## config.mk

```make
export PLATFORM = sky130hd
export DESIGN_NAME = hazard_ctrl
export DESIGN_NICKNAME = d
export VERILOG_FILES = /design/src/rtl/riscv_pkg.sv /design/src/rtl/hazard_match.sv /design/src/rtl/hazard_ctrl.sv
export SDC_FILE = /design/constraint.sdc
export NUM_CORES = 1
export LEC_CHECK = 0
export BUFFER_PORTS_ARGS = -buffer_cell sky130_fd_sc_hd__buf_2
export CORE_MARGIN = 2
export CORE_UTILIZATION = 25
export DETAILED_ROUTE_END_ITERATION = 10
export PLACE_DENSITY = 0.46
export SYNTH_ARGS = -nofsm -noshare
export SYNTH_HDL_FRONTEND = slang
export SYNTH_SLANG_ARGS = --single-unit
```

## constraint.sdc

```tcl
create_clock -name clock -period 5.8 [get_ports clock]
set_input_delay 0.87 -clock clock [delete_from_list [all_inputs] [get_ports clock]]
set_output_delay 0.87 -clock clock [all_outputs]
set_load 0.02 [all_outputs]
```

## src/rtl/riscv_pkg.sv

```systemverilog
// riscv_pkg: opcode constants and hazard FSM encoding shared by the pipeline control blocks.
package riscv_pkg;
   localparam logic [6:0] OP_R    = 7'b0110011;
   localparam logic [6:0] OP_I    = 7'b0010011;
   localparam logic [6:0] OP_LOAD = 7'b0000011;
   localparam logic [6:0] OP_S    = 7'b0100011;
   localparam logic [6:0] OP_SB   = 7'b1100011;
   localparam logic [6:0] OP_JALR = 7'b1100111;
   typedef enum logic [1:0] {RUN, STALL, FLUSH} state_t;
endpackage

```

## src/rtl/hazard_match.sv

```systemverilog
// hazard_match: compares one source register against every writer stage, reporting the nearest hit.
module hazard_match #(
   parameter int REG_W = 5,
   parameter int N_WB  = 2,
   parameter int FW    = $clog2(N_WB + 1)
) (
   input  logic [REG_W-1:0]      rs,
   input  logic                  used,
   input  logic [N_WB*REG_W-1:0] wb_rd,
   input  logic [N_WB-1:0]       wb_we,
   output logic                  hit,
   output logic [FW-1:0]         sel
);
   // Scan far-to-near so the nearest (lowest k) stage wins.
   always_comb begin
      sel = '0;
      for (int k = N_WB - 1; k >= 0; k--)
         if (used && wb_we[k] && wb_rd[k*REG_W +: REG_W] != '0 && wb_rd[k*REG_W +: REG_W] == rs)
            sel = FW'(k + 1);
   end
   assign hit = sel != '0;
endmodule

```

## src/rtl/hazard_ctrl.sv

```systemverilog
// hazard_ctrl: ID-stage RAW hazard detection, stall/flush sequencing, forwarding selects and event counters.
module hazard_ctrl
   import riscv_pkg::*;
#(
   parameter int REG_W          = 5,
   parameter int N_WB           = 2,
   parameter int FORWARDING     = 0,
   parameter int BRANCH_PENALTY = 2,
   parameter int MAX_STALL      = 4,
   parameter int CNT_W          = 16
) (
   input  logic                         clock,
   input  logic                         reset,
   input  logic                         id_valid,
   input  logic [6:0]                   id_opcode,
   input  logic [REG_W-1:0]             id_rs1,
   input  logic [REG_W-1:0]             id_rs2,
   input  logic [N_WB*REG_W-1:0]        wb_rd,
   input  logic [N_WB-1:0]              wb_we,
   input  logic [N_WB-1:0]              wb_load,
   input  logic                         br_taken,
   output logic                         pc_load,
   output logic                         if_id_load,
   output logic                         if_id_flush,
   output logic                         id_ex_bubble,
   output logic [$clog2(N_WB+1)-1:0]    fwd_a,
   output logic [$clog2(N_WB+1)-1:0]    fwd_b,
   output logic [CNT_W-1:0]             stall_cnt,
   output logic [CNT_W-1:0]             flush_cnt,
   output logic                         stall_err
);
   localparam int FW = $clog2(N_WB + 1);
   localparam int RW = BRANCH_PENALTY > 2 ? $clog2(BRANCH_PENALTY - 1) : 1;
   localparam int SW = $clog2(MAX_STALL + 1);
   // The br_taken cycle is the first bubble, so FLUSH covers the remaining BRANCH_PENALTY-1.
   localparam logic [RW-1:0] REM_INIT = RW'(BRANCH_PENALTY > 1 ? BRANCH_PENALTY - 2 : 0);
   state_t state, state_nx;
   logic [RW-1:0] rem, rem_nx;
   logic [SW-1:0] run;
   logic use1, use2, hit1, hit2, haz, haz_win;
   logic [FW-1:0] sel1, sel2;
   assign use1 = id_valid && (id_opcode inside {OP_R, OP_I, OP_LOAD, OP_S, OP_SB, OP_JALR});
   assign use2 = id_valid && (id_opcode inside {OP_R, OP_S, OP_SB});
   hazard_match #(.REG_W(REG_W), .N_WB(N_WB)) u_rs1 (
      .rs(id_rs1), .used(use1), .wb_rd(wb_rd), .wb_we(wb_we), .hit(hit1), .sel(sel1)
   );
   hazard_match #(.REG_W(REG_W), .N_WB(N_WB)) u_rs2 (
      .rs(id_rs2), .used(use2), .wb_rd(wb_rd), .wb_we(wb_we), .hit(hit2), .sel(sel2)
   );
   assign haz = FORWARDING != 0 ? (sel1 == FW'(1) || sel2 == FW'(1)) && wb_load[0] : hit1 || hit2;
   assign haz_win = !reset && !br_taken && state != FLUSH && haz;
   assign pc_load = !reset && !haz_win;
   assign if_id_load = !reset && !haz_win;
   assign if_id_flush = reset || br_taken || state == FLUSH;
   assign id_ex_bubble = if_id_flush || haz_win;
   assign fwd_a = reset || FORWARDING == 0 ? '0 : sel1;
   assign fwd_b = reset || FORWARDING == 0 ? '0 : sel2;
   always_comb begin
      state_nx = state;
      rem_nx = rem;
      if (br_taken) begin
         state_nx = BRANCH_PENALTY > 1 ? FLUSH : RUN;
         rem_nx = REM_INIT;
      end else if (state == FLUSH) begin
         state_nx = rem == '0 ? RUN : FLUSH;
         rem_nx = rem == '0 ? '0 : rem - RW'(1);
      end else
         state_nx = haz ? STALL : RUN;
   end
   always_ff @(posedge clock) begin
      if (reset) begin
         state <= RUN;
         rem <= '0;
         stall_cnt <= '0;
         flush_cnt <= '0;
         run <= '0;
         stall_err <= 1'b0;
      end else begin
         state <= state_nx;
         rem <= rem_nx;
         if (haz_win && stall_cnt != '1) stall_cnt <= stall_cnt + CNT_W'(1);
         if (br_taken && flush_cnt != '1) flush_cnt <= flush_cnt + CNT_W'(1);
         run <= haz_win ? (run == SW'(MAX_STALL) ? run : run + SW'(1)) : '0;
         if (haz_win && run >= SW'(MAX_STALL - 1)) stall_err <= 1'b1;
      end
   end
endmodule

```

**Word level (Yosys, flattened, before mapping)**

Cells that the tools add are included.

- Word-level logic and storage cells: 73
- Register bits after elaboration: 39
- Input bits: 35

- Add/sub/neg operators: 4
- Magnitude comparators: 1
- Reduce and logical (&&, ||, !) cells: 36
- Bitwise logic cells: 1
- Muxes and demuxes: 9
- Equal/unequal tests: 15

Operator list:

| operator | number |
|---|---|
| $add A16 B1 Y16 const B | 2 |
| $ne A16 B16 Y1 const B | 2 |
| $logic_and A1 B1 Y1 | 21 |
| $eq A5 B5 Y1 | 4 |
| $eq A7 B6 Y1 const B | 2 |
| $eq A7 B7 Y1 const B | 2 |
| $mux W2 | 7 |
| $reduce_bool A5 Y1 | 2 |
| $eq A7 B2 Y1 const B | 1 |
| $eq A7 B5 Y1 const B | 1 |
| $reduce_bool A6 Y1 | 1 |
| $logic_or A1 B1 Y1 | 4 |
| $reduce_bool A2 Y1 | 2 |
| $reduce_or A2 Y1 | 2 |
| $add A3 B1 Y3 const B | 1 |
| $eq A3 B3 Y1 const B | 1 |
| $ge A3 B2 Y1 const B | 1 |
| $logic_not A1 Y1 | 3 |
| $reduce_bool A3 Y1 | 1 |
| $eq A2 B2 Y1 const B | 1 |
| $mux W1 | 2 |
| $ne A2 B2 Y1 const B | 1 |
| $not A1 Y1 | 1 |
| $sub A1 B1 Y1 const B | 1 |

**Longest topological paths before layout**

- Depth after elaboration: 13
- Gate-level depth with buffers: 10
- Depth with buffers taken out: 8

**Hierarchy**

Synthesis repeated with hierarchy kept, for this count alone.

- Cells, all modules: 287
- Area, all modules: 2307.2 µm²

By module, submodules not included:

| module | instances | cells each | area each (µm²) |
|---|---|---|---|
| hazard_ctrl | 1 | 243 | 1996.9 |
| hazard_match | 2 | 22 | 155.1 |

**Least setup slack after synthesis**

Ideal clock, no wire load.

- Path kind: input to output
- Start point: input port wb_rd[0]
- End point: output port pc_load
- Arrival: 2537 ps
- Stages: 7
- Path slack: 2393 ps
- Data required time: 4930 ps
- Path buffers: 1
- Cells stage by stage: or4_1 > o211ai_1 > a21oi_2 > o21ai_2 > inv_1 > nor2_1 > buf_4

- Longest elaborated chain between the ends: 9
- Elaborated cells between the ends (all ways): 15
- Classes of those cells: eq/ne (2); mux (2); reduce/logical (11)

Ends and longest elaborated chain:

| item | RTL line | text |
|---|---|---|
| start: declaration | hazard_ctrl.sv:18 | `input logic [N_WB*REG_W-1:0] wb_rd,` |
| $reduce_bool A5 Y1 | hazard_match.sv:18 | `if (used && wb_we[k] && wb_rd[k*REG_W +: REG_W] != '0 && wb_rd[k*REG_W +: REG_W] == rs)` |
| $logic_and A1 B1 Y1 (2 in series) | hazard_match.sv:18 |  |
| $mux W2 | hazard_match.sv:18 |  |
| $reduce_bool A2 Y1 | hazard_match.sv:21 | `assign hit = sel != '0;` |
| $logic_or A1 B1 Y1 (*) | hazard_ctrl.sv:50 | `assign haz = FORWARDING != 0 ? (sel1 == FW'(1) \|\| sel2 == FW'(1)) && wb_load[0] : hit1 \|\| hit2;` |
| $logic_and A1 B1 Y1 (*) | hazard_ctrl.sv:51 | `assign haz_win = !reset && !br_taken && state != FLUSH && haz;` |
| $logic_not A1 Y1 (*) | n/a |  |
| $logic_and A1 B1 Y1 (*) | n/a |  |
| end: declaration | hazard_ctrl.sv:22 | `output logic pc_load,` |

Mark *: on every way between the ends. The rest lies on a longest branch, timed or not.

**Worst setup path after layout**

- Start point: input port id_opcode[3]
- End point: output port pc_load

- Longest elaborated chain between the ends: 13
- Elaborated cells between the ends (all ways): 32
- Classes of those cells: eq/ne (6); mux (4); reduce/logical (22)

Ends and longest elaborated chain:

| item | RTL line | text |
|---|---|---|
| start: declaration | hazard_ctrl.sv:15 | `input logic [6:0] id_opcode,` |
| $eq A7 B6 Y1, or another cell as far along | hazard_ctrl.sv:42, hazard_ctrl.sv:43 |  |
| $reduce_bool A6 Y1 or $reduce_bool A3 Y1 (tied branches) | hazard_ctrl.sv:42, hazard_ctrl.sv:43 |  |
| $logic_and A1 B1 Y1 (on tied branches) | hazard_ctrl.sv:42, hazard_ctrl.sv:43 |  |
| $logic_and A1 B1 Y1 (3 in series) | hazard_match.sv:18 |  |
| $mux W2 (2 in series) | hazard_match.sv:18 |  |
| $reduce_bool A2 Y1 | hazard_match.sv:21 |  |
| $logic_or A1 B1 Y1 (*) | hazard_ctrl.sv:50 |  |
| $logic_and A1 B1 Y1 (*) | hazard_ctrl.sv:51 |  |
| $logic_not A1 Y1 (*) | hazard_ctrl.sv:52 | `assign pc_load = !reset && !haz_win;` |
| $logic_and A1 B1 Y1 (*) | hazard_ctrl.sv:52 |  |

Marked as above.

==> flow_metrics.tcl <==
set metrics [dict create \
    max_slew_margin 0.387 \
    synth_top_area_share 0.357 \
    hold_viol_final 0 \
    die_h_um 96.4 \
    vias_per_cell 4.70 \
    path_cells "buf_2 -> and3b_2 -> nand4b_1 -> or4_1 -> a21oi_2 -> o21ai_2 -> inv_1 -> nor2_1 -> buf_2" \
    antenna_found_initial 0 \
    synth_ff_type "dfxtp_1" \
    ff2ff_path_depth 7 \
    clkSinkCount 38 \
    post_cts_buffers 0 \
    synth-warning-count 0 \
    outcome "completed" \
    final.setup.tns_ns 0 \
    syn-cell-area_um2 2130 \
    coreArea_um2 8260 \
    seq_area_frac_synth 0.357 \
    vias 2018 \
    row_count 33 \
    final_cells 429 \
    dieArea_um2 9280 \
    synth_seq_cells 38 \
    pwr-share-clk 0.404 \
    dpl-instance-area_um2 2530 \
    start_util 0.258 \
    cts_resized 0 \
    cts_htree_levels 2 \
    fillers 921 \
    r2r_slack_ns 3.36 \
    worstSetupEndpointType "output pin" \
    seqPwrFrac 0.500 \
    switching_power_uw 124 \
    maxSlewViolCount 0 \
    postSynth.asyncResetShare 0 \
    grt_pass1_vias 1743 \
    place_hpwl_mm 3.94 \
    worst-setup-path-type "in2out" \
    synth_cell_type_count 42 \
    internal_power_uw 405 \
    cp.depth 9 \
    critPathBufInv 3 \
    routedWlPerCell_um 12.3 \
    cp.arrival_ns 2.67 \
    syn_area_per_cell_um2 8.30 \
    cp_data_required_time_ns 4.93 \
    dp.cells 421 \
    grt_use_total 0.116 \
    syn_inst 257 \
    clk_pin_slew_ns 0.07 \
    power.leakage_nw 1.05 \
    final_common_cell "buf_2" \
    design_area_um2 2640 \
    min_to "stall_err$_SDFFE_PP0P_" \
    die_w_um 96.4 \
    area_growth_pct 24.0 \
    switching_share 0.235 \
    drt-total-wl_mm 5.28 \
    grt_max_degree 37 \
    cap_violations 0 \
    tightest_slew_ns 0.919 \
    gp_congestion 0.754 \
    cts_buffers 5 \
    cp_common_cell "buf_2" \
    crit_family "simple AND/OR/NAND/NOR gates" \
    fmax_mhz 283 \
    clock_latency_ns 0.29 \
    cts_buffer_depth 2 \
    grt.overflow.total 0 \
    mostFrequentLayoutCells "buf_2 (69), dfxtp_1 (38), nor2_1 (29)" \
    first_pass_iters 4 \
    period_minus_slack_ns 3.54 \
    drive_gt1_frac 0.272 \
    yosysTopAreaCell "dfxtp_1" \
    portBuffers 69 \
    boundaryPins 76 \
    crit_path_start_kind "input port" \
    power_density_nw_per_um2 200 \
    grt_pass1_wl_mm 8.33 \
    fin_skew_ns 0.00682 \
    cp_slowest_cell "or4_1" \
    setup_ws_ns 2.26 \
    fin_nets 363 \
    pwr-share-comb 0.097 \
    fin_crit_sh 0.610 \
    rsz0062_at_grt "false" \
    drt-initial-drc-count 52 \
    critical-path-max-stage-delay_ns 0.55 \
    yosys-top-cells-area "dfxtp_1 (36%), xor2_1 (8.6%), xnor2_1 (5.8%)" \
    finalSetupViolations 0 \
    cts_root_buffer "clkbuf_8" \
    drc 0 \
    synth_edf_count 0 \
    ant_nets 0 \
    holdPathStages 1 \
    r2r_end "flush_cnt[8]$_SDFFE_PP0P_" \
    cts_tree "done" \
    min_path_type "reg2reg" \
    antenna_cells 0 \
    cts_hold_buffers 0 \
    path_max_fanout 8 \
    dp_slack_ns 2.24 \
    reg2reg_from "flush_cnt[2]$_SDFFE_PP0P_" \
    hp-start "stall_err$_SDFFE_PP0P_" \
    ir_worst_vdd_v 0.0000869 \
]
[cell usage after synthesis (3+ instances only)]
cell,count
dfxtp_1,38
nor2_1,29
xor2_1,21
nand2_1,16
a21oi_1,15
nand3_1,15
xnor2_1,14
o21ai_0,13
or3_1,13
inv_1,11
nand4_1,7
buf_4,5
clkbuf_1,5
ha_1,5
nor4_1,5
or4_1,5
mux2i_1,3
nor3_1,3
[worst reg2reg max path: stages, from the launching register on]
cell and delay [ns]:
dfxtp_1 0.45, nand4_1 0.23, nor4_1 0.60, nand3_1 0.25, o21bai_1 0.46, nor4_1 0.11, xnor2_1 0.16, nor2_1 0.05
[cell families after synthesis]
logic type | Yosys count | share of synthesized area
DFF | 38 | 0.357
and+or+nand+nor | 106 | 0.260
buffers and inverters | 24 | 0.0599
muxes | 3 | 0.0141
adders and majority gates | 5 | 0.0293
xor gates and xnor gates | 35 | 0.144
AOI/OAI and AO/OA | 45 | 0.134
other | 1 | 0.00176
[worst max path at each step]
stage,startpoint,end,slack [ns]
floorplan,wb_rd[0],pc_load,2.39
global placement,id_opcode[3],if_id_load,2.23
detailed placement,id_opcode[3],pc_load,2.24
CTS,id_opcode[3],pc_load,2.23
global route,id_opcode[3],pc_load,2.12
finish,id_opcode[3],pc_load,2.26
[state kept, by name (all words and copies together) (netlist names)]
signal and flops:
run 3, stall_cnt 16, state 2, flush_cnt 16
stall_err 1
[area by class of cell]
type	count	area, um^2	share of cell area
repair buffers	69	345	0.131
multi-input cells	198	1250	0.475
flip-flops and latches	38	761	0.288
clock buffers	8	110	0.0416
well taps	105	131	0.0497
inverters	11	41.3	0.0156
[per-layer routing]
metal,track usage,vias up,wire length [um]
li1,-,1026,-
met1,0.150,952,2450
met2,0.188,33,2540
met3,0.0266,7,196
met4,0.0469,0,93
met5,0,-,0
[through the flow]
step / util / hold WS [ns] / power, mW
floorplan: - / 0.473 / 0.302
global placement: 0.307 / 0.464 / 0.322
detailed placement: 0.307 / 0.471 / 0.322
CTS: 0.320 / 0.488 / 0.540
global route: 0.320 / 0.496 / 0.556
finish: 0.320 / 0.480 / 0.529
[power groups by stage]
stage                     Combinational (mW)  Clock (mW)  Sequential (mW)
final                                 0.0512       0.214            0.264
after floorplan                       0.0299           0            0.272
after detailed placement              0.0518           0            0.270
after CTS                             0.0520       0.224            0.264
after global routing                  0.0564       0.235            0.265
after global placement                0.0519           0            0.270
No activity file was read; power rests on OpenSTA's default activity.
